$ cat config.mk
export PLATFORM = sky130hd
export DESIGN_NAME = vending_credit_fsm_flat
export DESIGN_NICKNAME = d
export VERILOG_FILES = /design/src/rtl/vending_credit_fsm_if.sv /design/src/rtl/vending_credit_fsm.sv /design/src/flat_wrapper.sv
export SDC_FILE = /design/constraint.sdc
export NUM_CORES = 1
export LEC_CHECK = 0
export CAP_MARGIN = 5
export CORE_ASPECT_RATIO = 0.9
export CORE_UTILIZATION = 50
export DETAILED_ROUTE_END_ITERATION = 8
export DONT_BUFFER_PORTS = 1
export PLACE_DENSITY = 0.75
export SYNTH_ARGS = -nofsm -noshare
export SYNTH_HDL_FRONTEND = slang
export SYNTH_SLANG_ARGS = --single-unit
$ cat constraint.sdc
create_clock -name i_clk -period 2.6 [get_ports i_clk]
set_input_delay 0.26 -clock i_clk [delete_from_list [all_inputs] [get_ports i_clk]]
set_output_delay 0.26 -clock i_clk [all_outputs]
set_load 0.05 [all_outputs]
$ cat src/rtl/vending_credit_fsm_if.sv
// ---------------------------------------------------------------------------
// vending_credit_fsm_if
// Bundles the coin/vend request inputs and the credit/dispense/change outputs
// of the vending credit controller. Signal prefixes are from the controller's
// point of view (i_ = into the controller, o_ = out of it).
//
//   i_coin_valid   : COIN is sampled on this cycle's rising edge
//   i_coin[1:0]    : 01 nickel, 10 dime, 11 quarter, 00 invalid
//   i_select       : vend request (level)
//   i_cancel       : refund request (level)
//   o_credit[3:0]  : current credit in 5-cent units
//   o_dispense     : one-cycle product release pulse
//   o_change_valid : one-cycle qualifier for o_change
//   o_change[3:0]  : units to return, 0 when not qualified
//   o_coin_reject  : one-cycle pulse for a refused coin
//   o_busy         : high while vending or refunding
//
// Modports: master = coin mechanism / front panel, slave = controller.
// ---------------------------------------------------------------------------
interface vending_credit_fsm_if;
    logic       i_coin_valid;
    logic [1:0] i_coin;
    logic       i_select;
    logic       i_cancel;
    logic [3:0] o_credit;
    logic       o_dispense;
    logic       o_change_valid;
    logic [3:0] o_change;
    logic       o_coin_reject;
    logic       o_busy;

    modport master (
        output i_coin_valid, i_coin, i_select, i_cancel,
        input  o_credit, o_dispense, o_change_valid, o_change, o_coin_reject, o_busy
    );

    modport slave (
        input  i_coin_valid, i_coin, i_select, i_cancel,
        output o_credit, o_dispense, o_change_valid, o_change, o_coin_reject, o_busy
    );
endinterface

$ cat src/rtl/vending_credit_fsm.sv
// ---------------------------------------------------------------------------
// vending_credit_fsm
// Coin-acceptance and vend-control state machine. Accumulates coins into a
// 4-bit credit, vends when credit reaches PRICE and SELECT is requested, and
// refunds the credit on CANCEL. All outputs are registered; o_credit drives
// the downstream display state register.
//
// Parameters:
//   PRICE   : product price in 5-cent units, legal range 1..15
// Ports:
//   i_clk   : clock, rising edge active
//   i_rst_n : asynchronous active-low reset (release is synchronised upstream)
//   bus     : vending_credit_fsm_if.slave (coin/request in, credit/pulses out)
// ---------------------------------------------------------------------------
module vending_credit_fsm #(
    parameter int unsigned PRICE = 3
) (
    input  logic                  i_clk,
    input  logic                  i_rst_n,
    vending_credit_fsm_if.slave   bus
);

    typedef enum logic [2:0] {
        S_IDLE,
        S_CREDIT,
        S_READY,
        S_VEND,
        S_REFUND
    } state_t;

    // PRICE outside 1..15 is a configuration error; it is truncated here.
    localparam logic [3:0] LP_PRICE = 4'(PRICE);

    state_t     r_state;
    logic [3:0] r_credit;
    logic       r_dispense;
    logic       r_change_valid;
    logic [3:0] r_change;
    logic       r_coin_reject;
    logic       r_busy;

    state_t     w_next_state;
    logic [3:0] w_next_credit;
    logic       w_next_dispense;
    logic       w_next_change_valid;
    logic [3:0] w_next_change;
    logic       w_next_coin_reject;
    logic [3:0] w_coin_value;
    logic [4:0] w_sum;
    logic       w_cancel_acts;
    logic       w_select_acts;

    // Credit level decides which waiting state we settle in.
    function automatic state_t classify(input logic [3:0] credit);
        if (credit == 4'd0)
            return S_IDLE;
        else if (credit < LP_PRICE)
            return S_CREDIT;
        else
            return S_READY;
    endfunction

    // Coin code to value in 5-cent units; invalid code is worth nothing.
    always_comb begin
        w_coin_value = 4'd0;
        case (bus.i_coin)
            2'b01:   w_coin_value = 4'd1;
            2'b10:   w_coin_value = 4'd2;
            2'b11:   w_coin_value = 4'd5;
            default: w_coin_value = 4'd0;
        endcase
    end

    // One extra bit so the <= 15 acceptance test sees a would-be overflow.
    assign w_sum = {1'b0, r_credit} + {1'b0, w_coin_value};

    // CANCEL beats SELECT, and either one blocks a coin in the same cycle.
    assign w_cancel_acts = bus.i_cancel && ((r_state == S_CREDIT) || (r_state == S_READY));
    assign w_select_acts = bus.i_select && (r_state == S_READY) && !w_cancel_acts;

    // Next-state and next-output logic. Pulses default low so none can
    // repeat on its own; vend/refund always fall back to idle after one cycle.
    always_comb begin
        w_next_state        = r_state;
        w_next_credit       = r_credit;
        w_next_dispense     = 1'b0;
        w_next_change_valid = 1'b0;
        w_next_change       = 4'd0;
        w_next_coin_reject  = 1'b0;

        case (r_state)
            S_IDLE, S_CREDIT, S_READY: begin
                if (w_cancel_acts) begin
                    w_next_state        = S_REFUND;
                    w_next_change_valid = 1'b1;
                    w_next_change       = r_credit;
                    w_next_credit       = 4'd0;
                    w_next_coin_reject  = bus.i_coin_valid;
                end else if (w_select_acts) begin
                    w_next_state        = S_VEND;
                    w_next_dispense     = 1'b1;
                    w_next_change_valid = 1'b1;
                    w_next_change       = r_credit - LP_PRICE;
                    w_next_credit       = 4'd0;
                    w_next_coin_reject  = bus.i_coin_valid;
                end else begin
                    if (bus.i_coin_valid) begin
                        if ((bus.i_coin != 2'b00) && (w_sum <= 5'd15))
                            w_next_credit = w_sum[3:0];
                        else
                            w_next_coin_reject = 1'b1;
                    end
                    w_next_state = classify(w_next_credit);
                end
            end
            S_VEND, S_REFUND: begin
                w_next_state       = S_IDLE;
                w_next_credit      = 4'd0;
                w_next_coin_reject = bus.i_coin_valid;
            end
            default: begin
                w_next_state  = S_IDLE;
                w_next_credit = 4'd0;
            end
        endcase
    end

    // State and registered outputs; reset clears everything immediately,
    // which also aborts an in-flight vend or refund pulse.
    always_ff @(posedge i_clk or negedge i_rst_n) begin
        if (!i_rst_n) begin
            r_state        <= S_IDLE;
            r_credit       <= 4'd0;
            r_dispense     <= 1'b0;
            r_change_valid <= 1'b0;
            r_change       <= 4'd0;
            r_coin_reject  <= 1'b0;
            r_busy         <= 1'b0;
        end else begin
            r_state        <= w_next_state;
            r_credit       <= w_next_credit;
            r_dispense     <= w_next_dispense;
            r_change_valid <= w_next_change_valid;
            r_change       <= w_next_change;
            r_coin_reject  <= w_next_coin_reject;
            r_busy         <= (w_next_state == S_VEND) || (w_next_state == S_REFUND);
        end
    end

    assign bus.o_credit       = r_credit;
    assign bus.o_dispense     = r_dispense;
    assign bus.o_change_valid = r_change_valid;
    assign bus.o_change       = r_change;
    assign bus.o_coin_reject  = r_coin_reject;
    assign bus.o_busy         = r_busy;

endmodule

$ cat src/flat_wrapper.sv
// flat-port wrapper written by rule: the top's interface ports become plain ports
module vending_credit_fsm_flat 
#(
    parameter int unsigned PRICE = 3
)
  (i_clk, i_rst_n, bus_i_coin_valid, bus_i_coin, bus_i_select, bus_i_cancel, bus_o_credit, bus_o_dispense, bus_o_change_valid, bus_o_change, bus_o_coin_reject, bus_o_busy);
  vending_credit_fsm_if bus_i ();
  input  logic i_clk;
  input  logic i_rst_n;
  input wire logic [$bits(bus_i.i_coin_valid)-1:0] bus_i_coin_valid;
  input wire logic [$bits(bus_i.i_coin)-1:0] bus_i_coin;
  input wire logic [$bits(bus_i.i_select)-1:0] bus_i_select;
  input wire logic [$bits(bus_i.i_cancel)-1:0] bus_i_cancel;
  output wire logic [$bits(bus_i.o_credit)-1:0] bus_o_credit;
  output wire logic [$bits(bus_i.o_dispense)-1:0] bus_o_dispense;
  output wire logic [$bits(bus_i.o_change_valid)-1:0] bus_o_change_valid;
  output wire logic [$bits(bus_i.o_change)-1:0] bus_o_change;
  output wire logic [$bits(bus_i.o_coin_reject)-1:0] bus_o_coin_reject;
  output wire logic [$bits(bus_i.o_busy)-1:0] bus_o_busy;
  assign bus_i.i_coin_valid = bus_i_coin_valid;
  assign bus_i.i_coin = bus_i_coin;
  assign bus_i.i_select = bus_i_select;
  assign bus_i.i_cancel = bus_i_cancel;
  assign bus_o_credit = bus_i.o_credit;
  assign bus_o_dispense = bus_i.o_dispense;
  assign bus_o_change_valid = bus_i.o_change_valid;
  assign bus_o_change = bus_i.o_change;
  assign bus_o_coin_reject = bus_i.o_coin_reject;
  assign bus_o_busy = bus_i.o_busy;
  vending_credit_fsm #(.PRICE(PRICE)) u_core (.i_clk(i_clk), .i_rst_n(i_rst_n), .bus(bus_i));
endmodule
==> impl_metrics.toml, run 1 <==
[grt]
grt_overall_usage_pct = 21.8
grt_pass1_wl_mm = 3.04
global_route.overflow_total = 0
antenna_violations_before_repair = 0
grt_max_degree = 16
grt_pass1_vias = 709

[place]
hpwlAfterDp_mm = 1.33
place_worst_setup_slack_ns = 0.555
gp_congestion = 0.797
port-buffer-count = 0

[timing]
timing.setup.tns_ns = 0
timing.final.crit_share_pct = 80.0
skew_ns = 0.00138
fmaxAchievable_ghz = 0.481
slew_viol_final = 0
max_slew_headroom_at_the_worst_pin_pct = 55.4
final_count_of_negative_setup_slack_endpoints = 0
final.min_clock_period_ns = 2.08
rsz0062_at_grt = "no"
fin_ws_ns = 0.521
finalHoldViolations = 0
worst-slew-pin-transition_ns = 0.667

[clock_network]
clk_transition_reported_paths_ns = 0.09
clock-sinks = 15
clk_path_buf_depth = 2
cts-root-buf = "sky130_fd_sc_hd__clkbuf_4"
cts_bufs_inserted = 3
post_cts_buffers = 0
cts.repair.resized = 0
cts_max_level = 1
worst_skew_late_latency_ns = 0.28
cts_tree = "done"

[synthesis]
synth-seq-area-share_pct = 41.8
synth_largest_area_cell = "sky130_fd_sc_hd__dfrtp_1"
synth_top_cell_area_share_pct = 41.8
synth_fp_nets = 99
synth-async-reset-ratio_pct = 100
ys.warnings.count = 0
synth_top_cells_by_area = "sky130_fd_sc_hd__dfrtp_1 (42%), sky130_fd_sc_hd__ha_1 (5.6%), sky130_fd_sc_hd__xnor2_1 (3.9%)"
number_of_enable_type_register_cells_in_the_synthesized_netlist = 0
netlist_area_sq_um = 898
synth_area_per_cell_sq_um = 10.3
synthesis.instances = 87
yosys.cell_types.count = 37
yosys_register_bits = 15
synthFlopType = "sky130_fd_sc_hd__dfrtp_1"

[pwr]
seqPwrFrac_pct = 40.5
sw_frac_of_total_pct = 52.2
report.power.total_uw = 1280
static-leakage-power_uw = 0.000461
share_clk_of_total_power_pct = 10.3
intPower_uw = 611
power_switching_uw = 668
power_frac_comb_pct = 49.2
power-per-cell-area_nw_per_um2 = 1290
worst_ir_drop_vdd_uv = 814

[floorplanning]
total_core_area_sq_um = 1680
core.rowCount = 14
floorplan.die_area_sq_um = 1970
die_ht_um = 42.2
initial_core_util_pct = 53.4
boundaryPins = 19
die_width_um = 46.7

[final_layout]
diodes = 0
mostFrequentLayoutCell = "sky130_fd_sc_hd__dfrtp_1"
final_cell_mix = "sky130_fd_sc_hd__dfrtp_1 (15), sky130_fd_sc_hd__nor2_1 (9), sky130_fd_sc_hd__inv_1 (6)"
drive_above_1_share_pct = 15.8
area_delta_synth_final_pct = 10.4
number_of_nets_in_the_final_layout = 108

[drt]
antenna_left = 0
dr_pass1_iterations = 4
routed-via-count = 683
post_route_wl_mm = 1.77
drc = 0
drt-initial-drc-count = 6
drt-wirelength-per-cell_um = 14.9
via_per_instance_ratio = 5.74

[critical_path]
worst-setup-path-type = "flip-flop to flip-flop"
arrival_ns = 2.23
worst_setup_path_end_kind = "flip-flop"
largest_fanout_on_the_critical_path = 5
worstPathRequired_ns = 2.75
setup.worst_path.start_class = "flip-flop"

[run]
max_cap_violations = 0

[status]
run_status = "completed"

[min_path]
worstHoldPathType = "input port to flip-flop"
==> cells by family (layout without fill, tap and decap cells) <==
family | count (synthesis) | count (layout) | synth area share (%)
AO/OA/AOI/OAI | 25 | 25 | 22.1
AND/OR/NAND/NOR | 24 | 24 | 14.2
flip-flops | 15 | 15 | 41.8
XOR/XNOR | 8 | 8 | 7.80
buffers and inverters | 7 | 15 | 2.92
adder cells (fa/ha/maj) | 5 | 5 | 7.80
multiplexers | 3 | 3 | 3.34
==> cell type report <==
class	instances	area, sq um
Timing Repair Buffer	5	40.0
Clock inverter	1	5.00
Sequential cell	15	375
Multi-Input combinational cell	65	497
Inverter	6	22.5
Tap cell	24	30.0
Clock buffer	3	22.5
Fill cell	146	689
==> repair_timing <==
item / CTS / global route
hold endpoints to repair: 15 / 0
hold buffers: 1 / 0
setup endpoints to repair: 0 / 0
==> path summary, 6_finish.rpt <==
path / from / end / slack (ns) / cells past startpoint
setup reg to reg: u_core.bus.o_credit[0]$_DFF_PN0_ / u_core.r_state[0]$_DFF_PN0_ / 0.52 / 6
min in group asynchronous: i_rst_n / u_core.bus.o_change_valid$_DFF_PN0_ / 0.44 / 1
setup / recovery: u_core.bus.o_credit[0]$_DFF_PN0_ / u_core.r_state[0]$_DFF_PN0_ / 0.52 / 6
hold / removal: bus_i_coin_valid / u_core.bus.o_coin_reject$_DFF_PN0_ / 0.10 / 1
max in group asynchronous: i_rst_n / u_core.bus.o_credit[0]$_DFF_PN0_ / 1.74 / 1
hold reg to reg: u_core.r_state[2]$_DFF_PN0_ / u_core.r_state[2]$_DFF_PN0_ / 0.61 / 1
==> routing by layer <==
layer | global-route usage [%] | vias to the layer above | wire length [um]
li1 | - | 329 | -
met1 | 27.1 | 329 | 743
met2 | 33.9 | 21 | 929
met3 | 7.76 | 4 | 81
met4 | 8.57 | 0 | 17
met5 | 0 | - | 0
==> synth_stat cells, types with 2 or more instances <==
cell                       instances
sky130_fd_sc_hd__o21a_1            2
sky130_fd_sc_hd__ha_1              4
sky130_fd_sc_hd__xor2_1            4
sky130_fd_sc_hd__mux2i_1           3
sky130_fd_sc_hd__inv_1             6
sky130_fd_sc_hd__xnor2_1           4
sky130_fd_sc_hd__a21oi_1           4
sky130_fd_sc_hd__nor2_1            9
sky130_fd_sc_hd__dfrtp_1          15
sky130_fd_sc_hd__nand2b_1          2
sky130_fd_sc_hd__o211ai_1          3
sky130_fd_sc_hd__o22ai_1           2
sky130_fd_sc_hd__a21o_1            2
sky130_fd_sc_hd__nand2_1           4
==> registers in the layout (all words and copies together), names as in the netlist <==
signal                     count
u_core.bus.o_change_valid      1
u_core.bus.o_dispense          1
u_core.bus.o_change            4
u_core.bus.o_credit            4
u_core.r_state                 3
u_core.bus.o_coin_reject       1
u_core.bus.o_busy              1
==> through the flow <==
stage | hold slack [ns] | cell area, sq um | instances | utilization (%)
after detailed placement | -0.0353 | 955 | 114 | 56.8
after global routing | 0.0796 | 992 | 119 | 59.0
final | 0.101 | 992 | 119 | 59.0
after global placement | -0.0353 | 955 | 114 | 56.8
after CTS | 0.0912 | 992 | 119 | 59.0
after floorplan | -0.0356 | 898 | 87 | -
==> power by group through the flow <==
stage / Clock [uW] / Sequential (uW) / Combinational [uW]
6_report: 132 / 518 / 630
5_1_grt: 150 / 532 / 688
4_1_cts: 137 / 518 / 630
3_5_place_dp: 0 / 524 / 615
3_3_place_gp: 0 / 521 / 596
2_1_floorplan: 0 / 622 / 382
==> worst max-delay path, cell delays in order (launching register included) <==
cell and delay [ns]:
sky130_fd_sc_hd__dfrtp_1 0.39, sky130_fd_sc_hd__ha_1 0.22, sky130_fd_sc_hd__fa_1 0.46, sky130_fd_sc_hd__a21o_1 0.25, sky130_fd_sc_hd__a21oi_4 0.24, sky130_fd_sc_hd__mux2i_1 0.28
sky130_fd_sc_hd__o32ai_2 0.10
Power figures use the tool's default switching activity.
==> run 2: changes to the inputs <==
clock period = 2.1 ns   (was 2.6 ns; I/O delays follow)
==> run 2 against run 1 <==
Net effect:
- routed wire length is 1.2% higher
- clock skew increased by 0.0026 ns
- critical path depth unchanged
- final area increased by 2.0%
- fmax rose by 4.5%
- setup slack got worse by 0.41 ns
- non-clock buffer count unchanged
- critical path type unchanged
- final cell count did not move
- global-route usage is 0.26 points lower
- largest cell class unchanged
- worst hold slack got worse by 0.044 ns
- clock power grew 23%
- core utilization is 1.2 points higher
==> impl_metrics.toml, run 2 (synthesized netlist as in run 1, its figures left out) <==
[drt]
post_route_wl_mm = 1.79
routed-via-count = 669
drc = 0
drt-initial-drc-count = 3
antenna_left = 0
via_per_instance_ratio = 5.62
dr_pass1_iterations = 3
drt-wirelength-per-cell_um = 15.1

[timing]
timing.final.crit_share_pct = 94.7
rsz0062_at_grt = "no"
fmaxAchievable_ghz = 0.503
final_count_of_negative_setup_slack_endpoints = 0
final.hold.worst_slack_ns = 0.0568
max_slew_headroom_at_the_worst_pin_pct = 56.0
slew_viol_final = 0
timing.setup.tns_ns = 0
fin_ws_ns = 0.111
final.min_clock_period_ns = 1.99
worst-slew-pin-transition_ns = 0.658
finalHoldViolations = 0
skew_ns = 0.00400

[pwr]
sw_frac_of_total_pct = 51.9
power-per-cell-area_nw_per_um2 = 1580
share_clk_of_total_power_pct = 10.2
seqPwrFrac_pct = 41.3
power_frac_comb_pct = 48.5
power_switching_uw = 830
static-leakage-power_uw = 0.000458
intPower_uw = 770
worst_ir_drop_vdd_uv = 765

[final_layout]
diodes = 0
multi_input_comb_area_sq_um = 514
drive_above_1_share_pct = 20.0
number_of_nets_in_the_final_layout = 108
area_delta_synth_final_pct = 12.7
final_cell_mix = "sky130_fd_sc_hd__dfrtp_1 (13), sky130_fd_sc_hd__nor2_1 (9), sky130_fd_sc_hd__inv_1 (6)"
regArea_sq_um = 378
mostFrequentLayoutCell = "sky130_fd_sc_hd__dfrtp_1"
fillCellCount = 158

[critical_path]
arrival_ns = 2.14
worst-setup-path-type = "flip-flop to flip-flop"
regToRegSetupSlack_ns = 0.11
cpLargestDelayFamily = "adder cells"
worst_setup_path_end_kind = "flip-flop"
setup.worst_path.start_class = "flip-flop"
worst-r2r-cell-count = 6
r2r-start = "u_core.bus.o_credit[0]$_DFF_PN0_"
rr_endpoint = "u_core.r_state[0]$_DFF_PN0_"
worstPathRequired_ns = 2.26
worst_path_buf_inv = 0
timing.critical_path.cells = "ha_4 -> fa_1 -> a21o_1 -> a21oi_4 -> mux2i_1 -> o32ai_2"
largest_fanout_on_the_critical_path = 5
critical-path-slowest-cell = "sky130_fd_sc_hd__dfrtp_2"
critPathMaxStageDelay_ns = 0.44

[floorplanning]
boundaryPins = 19
core.rowCount = 14
die_ht_um = 42.2
floorplan.die_area_sq_um = 1970
initial_core_util_pct = 53.4
total_core_area_sq_um = 1680
die_width_um = 46.7

[clock_network]
clock-sinks = 15
cts-root-buf = "sky130_fd_sc_hd__clkbuf_4"
worst_skew_late_latency_ns = 0.29
post_cts_buffers = 0
cts_bufs_inserted = 3
clk_transition_reported_paths_ns = 0.09
cts_tree = "done"
clk_path_buf_depth = 2
cts_max_level = 1

[min_path]
min_to = "u_core.bus.o_coin_reject$_DFF_PN0_"
whs_path_depth = 1
worst_hold_startpoint = "bus_i_coin_valid"
worstHoldPathType = "input port to flip-flop"

[grt]
grt_overall_usage_pct = 21.6
grt_max_degree = 16
grt_pass1_vias = 651
antenna_violations_before_repair = 0
global_route.overflow_total = 0
grt_pass1_wl_mm = 3.00

[place]
port-buffer-count = 0
hpwlAfterDp_mm = 1.37
place_worst_setup_slack_ns = 0.0995
gp_congestion = 0.828

[run]
max_cap_violations = 0

[status]
run_status = "completed"
-- run 2: power by group through the flow --
stage                     combinational [uW]  clock, uW  sequential (uW)
after detailed placement                 758          0              668
after floorplan                          481          0              778
final                                    776        163              661
after global placement                   738          0              662
after global routing                     859        187              678
after CTS                                771        171              661
-- run 2: stage by stage --
stage	cells	instance area [sq um]	power, uW	util [%]
detailed placement	114	970	1430	57.7
floorplan	87	913	1260	-
global placement	114	970	1400	57.7
finish	119	1010	1600	60.2
CTS	119	1010	1600	59.9
global route	119	1010	1720	60.2
-- run 2: worst register-to-register path: stages, from the launching register on --
cell and delay (ns):
sky130_fd_sc_hd__dfrtp_2 0.44, sky130_fd_sc_hd__ha_4 0.17, sky130_fd_sc_hd__fa_1 0.43, sky130_fd_sc_hd__a21o_1 0.26, sky130_fd_sc_hd__a21oi_4 0.23, sky130_fd_sc_hd__mux2i_1 0.24
sky130_fd_sc_hd__o32ai_2 0.09
-- run 2: worst max path at each step --
stage,startpoint,end,slack [ns],depth (start not counted)
4_1_cts,u_core.bus.o_credit[0]$_DFF_PN0_,u_core.r_state[0]$_DFF_PN0_,0.08,6
3_5_place_dp,u_core.bus.o_credit[0]$_DFF_PN0_,u_core.r_state[0]$_DFF_PN0_,0.1,6
2_1_floorplan,u_core.bus.o_credit[0]$_DFF_PN0_,u_core.r_state[0]$_DFF_PN0_,0.02,6
5_1_grt,u_core.bus.o_credit[0]$_DFF_PN0_,u_core.r_state[0]$_DFF_PN0_,0.04,6
6_report,u_core.bus.o_credit[0]$_DFF_PN0_,u_core.r_state[0]$_DFF_PN0_,0.11,6
3_3_place_gp,u_core.bus.o_credit[0]$_DFF_PN0_,u_core.r_state[0]$_DFF_PN0_,0.17,6
-- run 2: per-layer routing --
| metal | vias up | track usage (%) | part of all wire [%] | wire, um |
|---|---|---|---|---|
| met2 | 14 | 31.9 | 50 | 890 |
| met4 | 0 | 5.14 | 0.56 | 10 |
| li1 | 329 | - | - | - |
| met3 | 3 | 6.90 | 4.1 | 74 |
| met1 | 323 | 30.4 | 46 | 818 |
| met5 | - | 0 | 0 | 0 |
-- run 2: repair_timing --
action,CTS,global route
resized for setup,0,1
hold endpoints to repair,15,0
hold buffers,1,0
setup endpoints to repair,0,1
-- run 2: area by class of cell --
cell class | count | share of cell area, %
multi-input cells | 65 | 50.8
flip-flops and latches | 15 | 37.3
repair buffers | 5 | 3.96
well taps | 24 | 2.97
clock buffers | 3 | 2.22
inverters | 6 | 2.22
clock inverters | 1 | 0.494
